File: src/rtl/mult_div_unit_pkg.sv
// Shared definitions for the iterative multiply/divide unit.
// Holds the operation encodings, the FSM state encoding, the iteration count
// and small helpers that classify an operation.
package mult_div_unit_pkg;

  localparam int MD_WIDTH = 32;  // operand / result width
  localparam int MD_STEPS = 32;  // one shift-add or shift-subtract step per cycle
  localparam int MD_CNT_W = 6;   // iteration counter width

  typedef enum logic [1:0] {
    MD_MULT  = 2'b00,
    MD_MULTU = 2'b01,
    MD_DIV   = 2'b10,
    MD_DIVU  = 2'b11
  } md_op_e;

  typedef enum logic [1:0] {
    ST_IDLE = 2'b00,
    ST_CALC = 2'b01,
    ST_FIX  = 2'b10,
    ST_DONE = 2'b11
  } md_state_e;

  // Signed variants work on magnitudes and correct the sign in FIX.
  function automatic logic md_is_signed(input md_op_e op);
    return (op == MD_MULT) || (op == MD_DIV);
  endfunction

  function automatic logic md_is_div(input md_op_e op);
    return (op == MD_DIV) || (op == MD_DIVU);
  endfunction

endpackage

File: src/rtl/mult_div_unit_negate.sv
// md_negate: conditional two's-complement negate.
// Ports:
//   en     - when high, result = -value; otherwise result = value
//   value  - input word
//   result - (optionally) negated word
// Used to form operand magnitudes and to apply the signed-result corrections.
module md_negate #(
  parameter int WIDTH = 32
) (
  input  logic             en,
  input  logic [WIDTH-1:0] value,
  output logic [WIDTH-1:0] result
);

  assign result = en ? -value : value;

endmodule

File: src/rtl/mult_div_unit.sv
// mult_div_unit: iterative 32x32 multiply / 32/32 divide for the HI/LO path.
// One operation at a time: IDLE -> CALC (32 steps) -> FIX (sign correction)
// -> DONE (result strobe). Signed operations run on magnitudes.
// Ports:
//   clk, reset            - clock, asynchronous active-high reset
//   start, op, a, b       - request (sampled only in IDLE), operation, operands
//   busy                  - high from the cycle after start through DONE
//   done                  - one-cycle result strobe
//   div_by_zero           - divide with b == 0 (valid with done, held after)
//   hi_result, lo_result  - registered results, held until the next DONE
//   hi_write, lo_write    - HI/LO write enables, equal to done
module mult_div_unit
  import mult_div_unit_pkg::*;
#(
  parameter int WIDTH = MD_WIDTH
) (
  input  logic             clk,
  input  logic             reset,
  input  logic             start,
  input  logic [1:0]       op,
  input  logic [WIDTH-1:0] a,
  input  logic [WIDTH-1:0] b,
  output logic             busy,
  output logic             done,
  output logic             div_by_zero,
  output logic [WIDTH-1:0] hi_result,
  output logic [WIDTH-1:0] lo_result,
  output logic             hi_write,
  output logic             lo_write
);

  localparam int ACC_W = 2 * WIDTH;

  md_state_e             state_q, state_d;
  md_op_e                op_q;
  logic [MD_CNT_W-1:0]   count_q;
  logic                  sign_a_q, sign_b_q, b_zero_q;
  logic [WIDTH-1:0]      mag_a_q, mag_b_q;
  // Multiply: {partial product, remaining multiplier bits}.
  // Divide:   low half is the quotient being shifted in.
  logic [ACC_W-1:0]      acc_q;
  logic [WIDTH-1:0]      rem_q;

  // Operand magnitudes, formed combinationally from the request.
  md_op_e           op_req;
  logic             signed_req;
  logic [WIDTH-1:0] mag_a, mag_b;

  assign op_req     = md_op_e'(op);
  assign signed_req = md_is_signed(op_req);

  md_negate #(.WIDTH(WIDTH)) u_neg_a (
    .en(signed_req & a[WIDTH-1]), .value(a), .result(mag_a)
  );
  md_negate #(.WIDTH(WIDTH)) u_neg_b (
    .en(signed_req & b[WIDTH-1]), .value(b), .result(mag_b)
  );

  // One iteration of each algorithm.
  logic [WIDTH:0] mul_sum;    // upper half plus (optional) multiplicand, with carry
  logic [WIDTH:0] div_shift;  // 33-bit partial remainder after shifting in a dividend bit
  logic [WIDTH:0] div_diff;   // trial subtraction; MSB set means it borrowed

  assign mul_sum   = {1'b0, acc_q[ACC_W-1:WIDTH]} + (acc_q[0] ? {1'b0, mag_a_q} : '0);
  assign div_shift = {rem_q, acc_q[WIDTH-1]};
  assign div_diff  = div_shift - {1'b0, mag_b_q};

  // Sign corrections applied in FIX.
  logic             sign_diff;
  logic [ACC_W-1:0] prod_fix;
  logic [WIDTH-1:0] quo_fix, rem_fix;

  assign sign_diff = sign_a_q ^ sign_b_q;

  md_negate #(.WIDTH(ACC_W)) u_neg_prod (
    .en((op_q == MD_MULT) & sign_diff), .value(acc_q), .result(prod_fix)
  );
  md_negate #(.WIDTH(WIDTH)) u_neg_quo (
    .en((op_q == MD_DIV) & sign_diff), .value(acc_q[WIDTH-1:0]), .result(quo_fix)
  );
  // Remainder follows the dividend's sign.
  md_negate #(.WIDTH(WIDTH)) u_neg_rem (
    .en((op_q == MD_DIV) & sign_a_q), .value(rem_q), .result(rem_fix)
  );

  // Next state and FSM outputs.
  always_comb begin
    // NOTE: every output of this block gets a default first so no path leaves a
    // signal unassigned, which would otherwise infer a latch.
    state_d  = state_q;
    busy     = (state_q != ST_IDLE);
    done     = 1'b0;
    hi_write = 1'b0;
    lo_write = 1'b0;
    case (state_q)
      ST_IDLE: if (start) state_d = ST_CALC;
      ST_CALC: if (count_q == MD_CNT_W'(MD_STEPS - 1)) state_d = ST_FIX;
      ST_FIX:  state_d = ST_DONE;
      ST_DONE: begin
        state_d  = ST_IDLE;
        done     = 1'b1;
        hi_write = 1'b1;
        lo_write = 1'b1;
      end
      default: state_d = ST_IDLE;
    endcase
  end

  // Control state and architecturally visible results.
  always_ff @(posedge clk or posedge reset) begin
    // NOTE: sequential state uses non-blocking assignments so every register
    // samples the pre-edge values, independent of statement order.
    if (reset) begin
      state_q     <= ST_IDLE;
      count_q     <= '0;
      hi_result   <= '0;
      lo_result   <= '0;
      div_by_zero <= 1'b0;
    end else begin
      state_q <= state_d;
      if (state_q == ST_IDLE && start) count_q <= '0;
      else if (state_q == ST_CALC)     count_q <= count_q + 1'b1;

      // Results are captured on the FIX -> DONE edge so they are valid with done.
      if (state_q == ST_FIX) begin
        if (md_is_div(op_q)) begin
          hi_result   <= rem_fix;
          lo_result   <= b_zero_q ? '1 : quo_fix;
          div_by_zero <= b_zero_q;
        end else begin
          hi_result   <= prod_fix[ACC_W-1:WIDTH];
          lo_result   <= prod_fix[WIDTH-1:0];
          div_by_zero <= 1'b0;
        end
      end
    end
  end

  // Datapath working registers.
  // NOTE: these carry no reset; they are always loaded in IDLE before use, and
  // nothing visible depends on them until the FSM leaves IDLE.
  always_ff @(posedge clk) begin
    case (state_q)
      ST_IDLE: begin
        if (start) begin
          op_q     <= op_req;
          sign_a_q <= signed_req & a[WIDTH-1];
          sign_b_q <= signed_req & b[WIDTH-1];
          b_zero_q <= (b == '0);
          mag_a_q  <= mag_a;
          mag_b_q  <= mag_b;
          rem_q    <= '0;
          acc_q    <= md_is_div(op_req) ? {{WIDTH{1'b0}}, mag_a}
                                        : {{WIDTH{1'b0}}, mag_b};
        end
      end
      ST_CALC: begin
        if (md_is_div(op_q)) begin
          // Restoring step: keep the difference only if it did not borrow.
          rem_q <= div_diff[WIDTH] ? div_shift[WIDTH-1:0] : div_diff[WIDTH-1:0];
          acc_q <= {acc_q[ACC_W-1:WIDTH], acc_q[WIDTH-2:0], ~div_diff[WIDTH]};
        end else begin
          // Shift-add step: consume one multiplier bit from the bottom.
          acc_q <= {mul_sum, acc_q[WIDTH-1:1]};
        end
      end
      default: ;
    endcase
  end

endmodule

File: config.mk
export PLATFORM = sky130hd
export DESIGN_NAME = mult_div_unit
export DESIGN_NICKNAME = d
export VERILOG_FILES = /design/src/rtl/mult_div_unit_pkg.sv /design/src/rtl/mult_div_unit_negate.sv /design/src/rtl/mult_div_unit.sv
export SDC_FILE = /design/constraint.sdc
export NUM_CORES = 1
export LEC_CHECK = 0
export CORE_ASPECT_RATIO = 1.75
export CORE_MARGIN = 3
export CORE_UTILIZATION = 64
export DETAILED_ROUTE_END_ITERATION = 7
export GPL_TIMING_DRIVEN = 0
export PLACE_DENSITY = 0.84
export SYNTH_ARGS = -nofsm -noshare
export SYNTH_HDL_FRONTEND = slang
export SYNTH_SLANG_ARGS = --single-unit
File: constraint.sdc
create_clock -name clk -period 14.8 [get_ports clk]
set_input_delay 2.96 -clock clk [delete_from_list [all_inputs] [get_ports clk]]
set_output_delay 2.96 -clock clk [all_outputs]
set_load 0.01 [all_outputs]
Word level (Yosys, flattened, before mapping)
Index checks and enable logic that the tools add are counted.
- register bits: 238
- output and inout bits: 69
- add/subtract/negate cells: 8
- equality and inequality tests: 12
- multiplexer cells: 24
- bitwise logic cells: 7
- reduce and logical (&&, ||, !) cells: 16
- operator list (cell ; count):
    2-to-1 mux 32 bit ; 12
    2-to-1 mux 64 bit ; 3
    negation 32 bit ; 4
    one-hot mux 64 bit (2 select lines) ; 1
    negation 64 bit ; 1
    one-hot mux 32 bit (2 select lines) ; 1
    adder 32 x 32 -> 33 bit ; 1
    subtractor 33 x 32 -> 33 bit ; 1
    logical NOT 32 bit ; 1
    == test 2 bit (second input constant) ; 6
    2-to-1 mux 6 bit ; 2
    one-hot mux 2 bit (4 select lines) ; 1
    adder 6 x 1 -> 6 bit (second input constant) ; 1
    == test 6 x 5 -> 1 bit (second input constant) ; 1
    logical NOT 2 bit ; 3
    != test 2 bit (second input constant) ; 3
    AND reduction 2 bit ; 3
    AND reduction 3 bit ; 2
    nonzero test 2 bit ; 3
    AND 1 bit ; 5
    2-to-1 mux 2 bit ; 2
    logical OR 1 bit ; 3
    == test 2 x 1 -> 1 bit (second input constant) ; 1
    2-to-1 mux 1 bit ; 2
    other kinds (4) ; 4

Logic depth before layout (Yosys ltp)
Gate-level depths: netlist of the first run.
- depth after elaboration: 7
- gate-level depth with buffers: 14
- depth with buffers taken out: 13

Cells and area by module
From an unflattened synthesis of the first run, not the netlist that was laid out.
- cell total of the unflattened synthesis: 1918
- area, all modules: 18188.7 um^2
- modules (own cells, without submodules) (module ; times used ; cells each ; area an instance (um^2)):
    mult_div_unit ; 1 ; 1288 ; 13666.9
    md_negate at u_neg_a ... ; 4 ; 108 ; 767.0
    md_negate at u_neg_prod ; 1 ; 198 ; 1453.9

Least setup slack after synthesis of the first run
No wires, ideal clock.
- kind: input to register
- from: in start
- to: reg acc_q[32] (enable)
- data arrival time: 7043 ps
- data required time: 14368 ps
- slack: 7325 ps
- cell stages on the path: 4
- path buffers: 1
- cell sequence: and2_1 clkbuf_1 a21oi_1 a21oi_1
- longest elaborated chain between the ends: 2
- ends and longest elaborated chain (element ; RTL line ; source):
    start: declaration ; mult_div_unit.sv:19 ; input logic start,
    != test 2 bit (no source line) ; n/a ;
    AND reduction 3 bit (no source line) ; n/a ;
    end signal: assignment ; mult_div_unit.sv:153 ; acc_q <= md_is_div(op_req) ? {{WIDTH{1'b0}}, mag_a}
    end signal: assignment ; mult_div_unit.sv:161 ; acc_q <= {acc_q[ACC_W-1:WIDTH], acc_q[WIDTH-2:0], ~div_diff[WIDTH]};
    end signal: assignment ; mult_div_unit.sv:164 ; acc_q <= {mul_sum, acc_q[WIDTH-1:1]};
    end: declaration ; mult_div_unit.sv:41 ; logic [ACC_W-1:0] acc_q;
Every way passes these cells.
A chain may end at the register's enable or synchronous reset.

Final worst setup path of the first run
- from: in a[2]
- to: reg acc_q[27], data pin
- longest elaborated chain between the ends: 5
- ends and longest elaborated chain (element ; RTL line ; source):
    start: declaration ; mult_div_unit.sv:21 ; input logic [WIDTH-1:0] a,
    negation 32 bit ; mult_div_unit_negate.sv:15 ; assign result = en ? -value : value;
    2-to-1 mux 32 bit ; mult_div_unit_negate.sv:15 ;
    net mag_a[27] ; mult_div_unit.sv:47 ; logic [WIDTH-1:0] mag_a, mag_b;
    2-to-1 mux 32 bit ; mult_div_unit.sv:153 ;
    2-to-1 mux 64 bit ; mult_div_unit.sv:145 ; if (start) begin
    one-hot mux 64 bit (2 select lines) ; mult_div_unit.sv:143 ; case (state_q)
The timed path passes the listed nets, and every way through them passes these cells. The select of a mux whose other input is x is not followed.

==> results of run 1 <==
through the flow:
step	util (%)	std cells	setup slack [ns]	instance area [sq um]	total power [uW]
2_1_floorplan	-	1794	7.33	16700	2960
3_3_place_gp	72.4	2247	4.70	18400	3730
3_5_place_dp	72.7	2249	8.52	18500	3800
4_1_cts	76.1	2293	9.08	19400	4490
5_1_grt	76.1	2293	8.67	19400	4800
6_report	76.1	2293	8.98	19400	4540
cell families after synthesis:
kind of cell	share of synthesized area, %
simple gates	16.8
compound gates	16.9
flops	40.7
xor+xnor	10.4
buf+inv	3.73
mux	5.56
fa+ha+maj	5.80
area by class of cell:
class,count,area (sq um)
repair buffers,139,1420
inverters,88,333
clock buffers,31,679
plain buffers,75,295
multi-input cells,1393,9270
fillers,1898,6080
well taps,316,395
flip-flops and latches,238,6780
clock inverters,13,180
registers in the layout (all words and copies together) (netlist names):
register     flops
acc_q           64
mag_b_q         32
sign_a_q         1
count_q          6
op_q             2
lo_result       32
rem_q           32
b_zero_q         1
hi_result       32
state_q          2
mag_a_q         32
div_by_zero      1
sign_b_q         1
report_power, final:
part | internal [uW] | leakage [uW] | switching [uW]
sequential | 1090 | 0.00240 | 324
combinational | 1010 | 0.00484 | 1440
clock | 397 | 0.000421 | 279
total | 2500 | 0.00766 | 2050
cells in the final DEF (no fill, tap or decap), types with 18 or more instances in the layout:
master,synthesis,layout
a211oi_1,19,19
a21o_1,28,28
a21oi_1,150,149
and2_1,41,41
clkbuf_1,57,60
clkbuf_16,0,26
clkdlybuf4s50_1,0,137
dfrtp_1,73,73
edfxtp_1,165,165
ha_1,74,74
inv_1,86,85
mux2_2,28,28
mux2i_1,61,61
nand2_1,112,112
nand2b_1,24,24
nor2_1,201,200
nor3_1,59,59
nor4_1,18,18
o21a_1,24,24
o21ai_0,114,114
o31ai_1,28,28
xnor2_1,93,93
xor2_1,105,105
routing by layer:
layer | part of all wire (%) | vias to the layer above | track usage [%] | wire length, um
met3 | 7.0 | 262 | 5.85 | 3810
met4 | 10 | 0 | 32.1 | 5560
met1 | 34 | 7081 | 42.1 | 18300
met5 | 0 | - | 0 | 0
li1 | - | 6810 | - | -
met2 | 49 | 793 | 65.6 | 27000
worst max-delay path by stage:
stage	start	endpoint	slack, ns	cells after the start
floorplan	start	acc_q[32]	7.33	4
global placement	start	acc_q[55]	4.70	5
detailed placement	a[12]	acc_q[27]	8.52	10
CTS	a[2]	acc_q[27]	9.08	10
global route	a[2]	acc_q[27]	8.67	10
finish	a[2]	acc_q[27]	8.98	10
==> metrics.md, run 1 <==
| Metric | Value |
|---|---|
| Remaining antenna violation count | `0` |
| CTS Buf Count | `24` |
| Largest area contributor in the netlist | `edfxtp_1` |
| Post-synth EDFFs | `165` |
| RR Endpoint | `rem_q[24]` |
| Post-Syn Nets | `1939` |
| CP max FO | `5` |
| Most repeated library cell on the critical path | `and3_1` |
| Area growth from synthesis to layout | `16.2%` |
| Tmin final | `5.82 ns` |
| Main synth FF type | `edfxtp_1` |
| H-tree levels | `1` |
| WP buf/inv | `1` |
| Share of the synthesized area in the top cell type | `29.7%` |
| Fin Setup TNS | `0 ns` |
| N_diodes | `0` |
| FF-to-FF Start | `acc_q[31]` |
| Fmax | `172 MHz` |
| Final Hold Viols | `0` |
| Post-CTS Hold Fix Bufs | `0` |
| Routability Congestion | `1.09` |
| Synth warn | `0` |
| Routed WL | `54700 um` |
| Wire length per cell | `23.8 um` |
| Clock sink count | `238` |
| Overall routing resource usage | `38.7%` |
| Asr flop ratio synth | `30.7%` |
| Vias in the first global route | `14800` |
| Status | `finished clean` |
| Die H | `219 um` |
| Die width | `128 um` |
| Most common cell in the netlist | `nor2_1` |
| CP arrival | `6.11 ns` |
| Post-Syn Area per Cell | `9.28 sq um` |
| Hold WS | `0.490 ns` |
| Synth area leaders | `edfxtp_1 30%, dfrtp_1 11%, ha_1 5.6%` |
| I/O Buffers | `137` |
| Max Slew Vio Count | `0` |
| Via count | `14900` |
| Syn Inst Count | `1794` |
| Cell Area, Synth | `16700 sq um` |
| Detailed Route Iter0 Violations | `1468` |
| Cell at the slowest stage of the critical path | `nor4_1` |
| RSZ-0062 raised after global routing | `false` |
| Max clock buf depth | `3` |
| Core ar. | `25400 sq um` |
| Setup Viol. Count Final | `0` |
| Final Cycle Share | `39.3%` |
| Setup CP Type | `primary input to flop` |
| Total congestion overflow | `0` |
| Post-synthesis sequential area ratio | `40.7%` |
| Synth Register Bits | `238` |
| Vias/cell | `6.52` |
| First-pass GRT wire length | `82800 um` |
| Die Area | `28100 sq um` |
| R2R Setup Slk | `10.43 ns` |
| IO Count | `138` |
| Number of setup buffers added after CTS | `0` |
| Pin count of the biggest net entering global routing | `74` |
| Antenna violations before repair | `0` |
| Worst-Margin Slew | `1.37 ns` |
| Worst path top cell family by delay | `simple AND/OR/NAND/NOR gates` |
| Depth of the worst register-to-register path | `14` |
| Peak VDD IR | `0.000179 V` |
| TritonCTS clock tree | `built` |
| Worst endpoint required time | `15.09 ns` |
| Hold crit path type | `flop to flop` |
| Largest stage delay, worst path | `0.56 ns` |
| Synth cell types | `68` |
| Clk_skew | `0.0279 ns` |
| Num rows | `77` |
| CTS root buf | `clkbuf_16` |
| Max Cap Viol | `0` |
| Relative slew slack | `8.07%` |
| Startpoint Class | `primary input` |
| Initial Utilization | `65.5%` |
| Post-CTS Resized | `0` |
| Worst hold path cell count | `1` |
| Critical path capture point type | `flop` |
| CP Cell Sequence | `clkdlybuf4s50_1, nor4_1, and3_1, and3_1, nor3b_1, nand3b_1, o41ai_1, xnor2_1, mux2i_1, o21ai_0` |
| Drt drc | `0` |
| Hold Crit Endpoint | `hi_result[28]` |
| Worst skew pair latency | `0.56 ns` |
| Drt pass-1 iters | `6` |
| Dpl hpwl | `42600 um` |
| Worst Hold Launch | `hi_result[28]` |
| Most frequent cells after synthesis | `201 x nor2_1, 165 x edfxtp_1, 150 x a21oi_1, 114 x o21ai_0, 112 x nand2_1` |
| Fraction of layout instances using a drive strength above 1 | `4.86%` |
| LEAKAGE | `0.00766 uW` |
| Clk slew on worst S/H paths | `0.07 ns` |
| PD cells | `235 nW/um^2` |
| Final #Nets | `2104` |
(Power assumes the default switching activity.)
==> run 2: changes to the inputs <==
CORE_UTILIZATION = 54   (was 64)
PLACE_DENSITY = 0.75   (was 0.84)
clock period = 5.3 ns   (was 14.8 ns; I/O delays follow)
==> metrics.md, run 2 (synthesis results as in run 1) <==
| Metric | Value |
|---|---|
| CTS Buf Count | `24 (unchanged)` |
| Max Slew Vio Count | `0 (unchanged)` |
| Setup CP Type | `flop to flop` |
| Number of setup buffers added after CTS | `0 (unchanged)` |
| Wire length per cell | `23.6 um (-0.83%)` |
| R2R Setup Slk | `0.91 ns (-9.52 ns)` |
| Drt drc | `0 (unchanged)` |
| Worst path top cell family by delay | `buffers and inverters` |
| Peak VDD IR | `0.000397 V (+120%)` |
| Drt pass-1 iters | `5 (-1)` |
| Post-CTS Hold Fix Bufs | `0 (unchanged)` |
| Setup Slack @ Placement | `0.845 ns (-7.67 ns)` |
| IO Count | `138 (unchanged)` |
| Core ar. | `30300 sq um (+19%)` |
| Fmax | `228 MHz` |
| Area growth from synthesis to layout | `16.3%` |
| LEAKAGE | `0.00761 uW (-0.65%)` |
| Num rows | `84 (+9.1%)` |
| Via count | `14800 (-1.2%)` |
| Relative slew slack | `24.8% (+17 points)` |
| Die width | `139 um (+8.4%)` |
| Pin count of the biggest net entering global routing | `71 (-4.1%)` |
| Most frequent cells in the layout | `200 x nor2_1, 165 x edfxtp_1, 149 x a21oi_1` |
| CTS root buf | `clkbuf_16` |
| Remaining antenna violation count | `0 (unchanged)` |
| Largest stage delay, worst path | `0.68 ns (+0.12 ns)` |
| Detailed Route Iter0 Violations | `1185 (-19%)` |
| # fillers | `2598 (+37%)` |
| RSZ-0062 raised after global routing | `false` |
| Die Area | `33100 sq um (+18%)` |
| Fraction of layout instances using a drive strength above 1 | `4.65% (-0.21 points)` |
| Most repeated library cell on the critical path | `a21oi_1` |
| CP max FO | `10 (+5)` |
| Biggest register | `acc_q` |
| Max reg flops | `64 (unchanged)` |
| Setup Viol. Count Final | `0 (unchanged)` |
| Worst skew pair latency | `0.55 ns (about the same)` |
| CP Cell Sequence | `inv_1, ha_1, fa_1, nand2b_1, a21oi_1, o211ai_1, a21oi_1, o21ai_0, nand4_1, nor3b_1, clkbuf_1, buf_1, mux2i_1, nor2_1` |
| FF-to-FF Start | `acc_q[31]` |
| Initial Utilization | `55.0% (-10 points)` |
| Depth of the worst register-to-register path | `14 (unchanged)` |
| Clock sink count | `238 (unchanged)` |
| Final Hold Viols | `0 (unchanged)` |
| TritonCTS clock tree | `built` |
| Max Cap Viol | `0 (unchanged)` |
| Startpoint Class | `flop` |
| Crit. path cell count | `14 (+4)` |
| Max clock buf depth | `3 (unchanged)` |
| Clk slew on worst S/H paths | `0.07 ns (about the same)` |
| RR Endpoint | `rem_q[28]` |
| Worst endpoint required time | `5.59 ns (-9.50 ns)` |
| Worst Setup EP | `rem_q[28]` |
| Routed WL | `55900 um (+2.3%)` |
| Cell at the slowest stage of the critical path | `buf_1` |
| CP arrival | `4.67 ns (-1.44 ns)` |
| H-tree levels | `1 (unchanged)` |
| N_diodes | `0 (unchanged)` |
| First-pass GRT wire length | `84400 um (+1.9%)` |
| Post-CTS Resized | `0 (unchanged)` |
| Final Cycle Share | `82.8%` |
| I/O Buffers | `137 (unchanged)` |
| Status | `finished clean` |
| Routability Congestion | `1.01 (-7.0%)` |
| Total congestion overflow | `0 (unchanged)` |
| PD cells | `647 nW/um^2 (+180%)` |
| Critical path capture point type | `flop` |
| Final Non-Filler Cells | `2366 (+3.2%)` |
| Antenna violations before repair | `0 (unchanged)` |
| Die H | `238 um (+8.6%)` |
| Final #Nets | `2106 (+0.095%)` |
| Vias/cell | `6.24 (-4.2%)` |
| Overall routing resource usage | `33.1% (-5.6 points)` |
| Vias in the first global route | `14400 (-2.8%)` |
| Worst-Margin Slew | `1.12 ns (-0.248 ns)` |
| Tmin final | `4.39 ns` |
| Clk_skew | `0.0124 ns (-0.0155 ns)` |
| Critical path launch point | `acc_q[31]` |
| Hold crit path type | `flop to flop` |
| Dpl hpwl | `44600 um (+4.8%)` |
| Setup ws final | `0.914 ns (-8.06 ns)` |
| WP buf/inv | `3 (+2)` |
| DP Cell Count | `2321 (+3.2%)` |
| Commonest non-fill, non-tap cell in the layout | `nor2_1` |
[run 2: cell count changes in the layout (fill, tap and decap cells not counted)]
cell,delta
clkbuf_1,+2
clkbuf_16,-2
inv_6,+1
inv_4,-1
clkinv_4,-3
bufinv_16,-3
clkinv_1,+4
clkinvlp_4,+3
buf_16,+2
clkinv_2,-1
clkinv_8,+1
clkbuf_8,-1
[run 2: layout make-up]
| cell class | instances | area, sq um | share of cell area (%) |
|---|---|---|---|
| Clock buffer | 30 | 623 | 3.22 |
| Buffer | 75 | 295 | 1.52 |
| Timing Repair Buffer | 141 | 1470 | 7.61 |
| Clock inverter | 14 | 115 | 0.594 |
| Inverter | 88 | 333 | 1.72 |
| Sequential cell | 238 | 6780 | 35.0 |
| Tap cell | 387 | 484 | 2.50 |
| Multi-Input combinational cell | 1393 | 9270 | 47.8 |
[run 2: worst reg2reg max path: stages (launching register included)]
cell and delay (ns):
edfxtp_1 0.39, inv_1 0.15, ha_1 0.25, fa_1 0.41, nand2b_1 0.19, a21oi_1 0.30
o211ai_1 0.17, a21oi_1 0.31, o21ai_0 0.18, nand4_1 0.09, nor3b_1 0.20, clkbuf_1 0.46
buf_1 0.68, mux2i_1 0.27, nor2_1 0.06
[run 2: stage by stage]
stage                     util [%]  total power [uW]  TNS (ns)  hold WS, ns  instance area (sq um)
final                         64.0             12500         0        0.484                  19400
after global routing          64.0             13300         0        0.509                  19400
after CTS                     63.9             12400         0        0.489                  19300
after detailed placement      61.5             10700         0        0.470                  18600
after global placement        61.2             10600    -59.85        0.466                  18500
after floorplan                  -              8270         0        0.482                  16700
[run 2: worst min-delay path by stage]
stage,endpoint,cells past startpoint,start,slack [ns]
floorplan,div_by_zero,2,b_zero_q,0.48
global placement,hi_result[28],1,hi_result[28],0.47
CTS,hi_result[1],1,hi_result[1],0.49
detailed placement,hi_result[1],1,hi_result[1],0.47
global route,hi_result[28],1,hi_result[28],0.51
finish,hi_result[28],1,hi_result[28],0.48
[run 2: where the power goes]
group	internal (uW)	switching [uW]
combinational	2850	4030
sequential	3040	942
clock	890	777
total	6780	5750
[run 2: metal layers]
metal	GRT usage, %	vias to the layer above	wire [um]	part of all wire (%)
met3	3.79	211	3380	6.0
li1	-	6828	-	-
met4	25.1	0	5110	9.1
met1	36.1	7051	19400	35
met5	0	-	0	0
met2	58.7	678	28000	50
==> run 3: changes to the inputs <==
CORE_UTILIZATION = 60   (was 54)
PLACE_DENSITY = 0.79   (was 0.75)
clock period = 4.4 ns   (was 5.3 ns; I/O delays follow)
==> metrics.md, run 3 (synthesis results as in run 1) <==
| Metric | Value |
|---|---|
| Status | `finished clean` |
| Clk slew on worst S/H paths | `0.07 ns (about the same)` |
| Clock sink count | `238 (unchanged)` |
| Relative slew slack | `10.7% (-14 points)` |
| Overall routing resource usage | `35.5% (+2.4 points)` |
| Die width | `132 um (-4.9%)` |
| CP arrival | `4.38 ns (-0.29 ns)` |
| Fin Setup TNS | `0 ns (unchanged)` |
| Setup Viol. Count Final | `0 (unchanged)` |
| RSZ-0062 raised after global routing | `false` |
| Vias in the first global route | `14700 (+1.6%)` |
| Final Hold Viols | `0 (unchanged)` |
| Pin count of the biggest net entering global routing | `71 (unchanged)` |
| Startpoint Class | `flop` |
| Critical path capture point type | `flop` |
| Cell at the slowest stage of the critical path | `nor4b_2` |
| Layout Utilization | `70.9% (+6.9 points)` |
| Post-CTS Resized | `0 (unchanged)` |
| Final #Nets | `2105 (-0.047%)` |
| Die Area | `29900 sq um (-9.7%)` |
| Depth of the worst register-to-register path | `9 (-5)` |
| Peak VDD IR | `0.000539 V (+36%)` |
| CTS root buf | `clkbuf_16` |
| LEAKAGE | `0.00764 uW (+0.51%)` |
| Total congestion overflow | `0 (unchanged)` |
| Number of setup buffers added after CTS | `0 (unchanged)` |
| Remaining antenna violation count | `0 (unchanged)` |
| Max clock buf depth | `3 (unchanged)` |
| Via count | `14700 (-0.48%)` |
| RR Endpoint | `hi_result[7]` |
| Drt pass-1 iters | `5 (unchanged)` |
| Dpl hpwl | `42900 um (-3.8%)` |
| Hold Crit Endpoint | `hi_result[28]` |
| Drt drc | `0 (unchanged)` |
| Hold crit path type | `flop to flop` |
| Tmin final | `3.98 ns (-0.408 ns)` |
| Worst endpoint required time | `4.80 ns (-0.79 ns)` |
| Final Cycle Share | `90.4% (+7.6 points)` |
| Detailed Route Iter0 Violations | `1355 (+14%)` |
| Commonest non-fill, non-tap cell in the layout | `nor2_1` |
| Largest stage delay, worst path | `0.66 ns (-0.02 ns)` |
| Num rows | `80 (-4.8%)` |
| Core ar. | `27300 sq um (-9.7%)` |
| Worst Hold Launch | `hi_result[28]` |
| H-tree levels | `1 (unchanged)` |
| Most repeated library cell on the critical path | `or4_4` |
| Fraction of layout instances using a drive strength above 1 | `5.01% (+0.36 points)` |
| FF-to-FF Start | `acc_q[14]` |
| IO Count | `138 (unchanged)` |
| Fmax | `251 MHz (+10%)` |
| Biggest register | `acc_q` |
| Tot Pwr | `15000 uW (+20%)` |
| CTS Buf Count | `24 (unchanged)` |
| I/O Buffers | `137 (unchanged)` |
| Worst-Margin Slew | `1.34 ns (+0.221 ns)` |
| Routed WL | `53900 um (-3.7%)` |
| Clk_skew | `0.0235 ns (+0.0111 ns)` |
| Most frequent cells in the layout | `200 x nor2_1, 165 x edfxtp_1, 149 x a21oi_1` |
| Initial Utilization | `60.9% (+5.9 points)` |
| CP max FO | `6 (-4)` |
| Worst hold path cell count | `1 (unchanged)` |
| TritonCTS clock tree | `built` |
| Area growth from synthesis to layout | `16.4% (about the same)` |
| Wire length per cell | `23.0 um (-2.9%)` |
| CP Cell Sequence | `or4_4, or4_4, nor4b_2, nand2_1, nor3_1, a21oi_1, xor2_1, o211ai_1, o21ai_0` |
| First-pass GRT wire length | `82300 um (-2.4%)` |
| Max Cap Viol | `0 (unchanged)` |
| Setup CP Type | `flop to flop` |
| Vias/cell | `6.26 (+0.32%)` |
| Critical path launch point | `acc_q[14]` |
| Max reg flops | `64 (unchanged)` |
| Post-CTS Hold Fix Bufs | `0 (unchanged)` |
| R2R Setup Slk | `0.42 ns (-0.49 ns)` |
| PD cells | `775 nW/um^2 (+20%)` |
| Antenna violations before repair | `0 (unchanged)` |
| Die H | `226 um (-5.0%)` |
| Max Slew Vio Count | `0 (unchanged)` |
| Routability Congestion | `0.986 (-2.8%)` |
| Worst skew pair latency | `0.55 ns (about the same)` |
| N_diodes | `0 (unchanged)` |
## run 3: changes by cell type in the layout (fill, tap and decap cells not counted), sizes merged
cell / before / now
clkinvlp: 4 / 2
buf: 22 / 20
clkbuf: 87 / 88
inv: 87 / 89
## run 3: worst max path at each step
stage / end
global route: acc_q[62]
finish: hi_result[7]
detailed placement: rem_q[25]
CTS: rem_q[25]
global placement: acc_q[52]
floorplan: acc_q[32]
## run 3: layer usage
metal | up-vias | wire length [um] | GRT usage (%)
li1 | 6810 | - | -
met4 | 0 | 5100 | 28.6
met1 | 6996 | 18700 | 38.8
met5 | - | 0 | 0
met2 | 676 | 26500 | 62.1
met3 | 215 | 3560 | 4.37
## run 3: final cells by class
| type | instances | area, sq um |
|---|---|---|
| Sequential cell | 238 | 6780 |
| Buffer | 75 | 298 |
| Timing Repair Buffer | 140 | 1450 |
| Clock buffer | 30 | 686 |
| Tap cell | 369 | 462 |
| Inverter | 88 | 333 |
| Multi-Input combinational cell | 1393 | 9270 |
| Fill cell | 2142 | 7940 |
| Clock inverter | 14 | 108 |
## run 3: power by group
group | internal [uW] | leakage (uW) | switching (uW)
combinational | 3410 | 0.00485 | 4760
sequential | 3670 | 0.00240 | 1080
clock | 1170 | 0.000392 | 932
## run 3: worst max-delay path, delay by kind of cell (launching register included)
family | cells | cell delay, ns
xor+xnor | 1 | 0.19
simple gates | 5 | 2.60
flops | 1 | 0.51
compound gates | 3 | 0.53
## run 3: stage by stage
step | cells | hold WS [ns] | area [sq um] | setup slack, ns
after detailed placement | 2303 | 0.468 | 18600 | 0.0655
after global placement | 2300 | 0.464 | 18500 | -1.86
after floorplan | 1794 | 0.482 | 16700 | 0.173
after CTS | 2347 | 0.482 | 19400 | 0.0215
final | 2347 | 0.479 | 19400 | 0.422
after global routing | 2347 | 0.499 | 19400 | 0.179
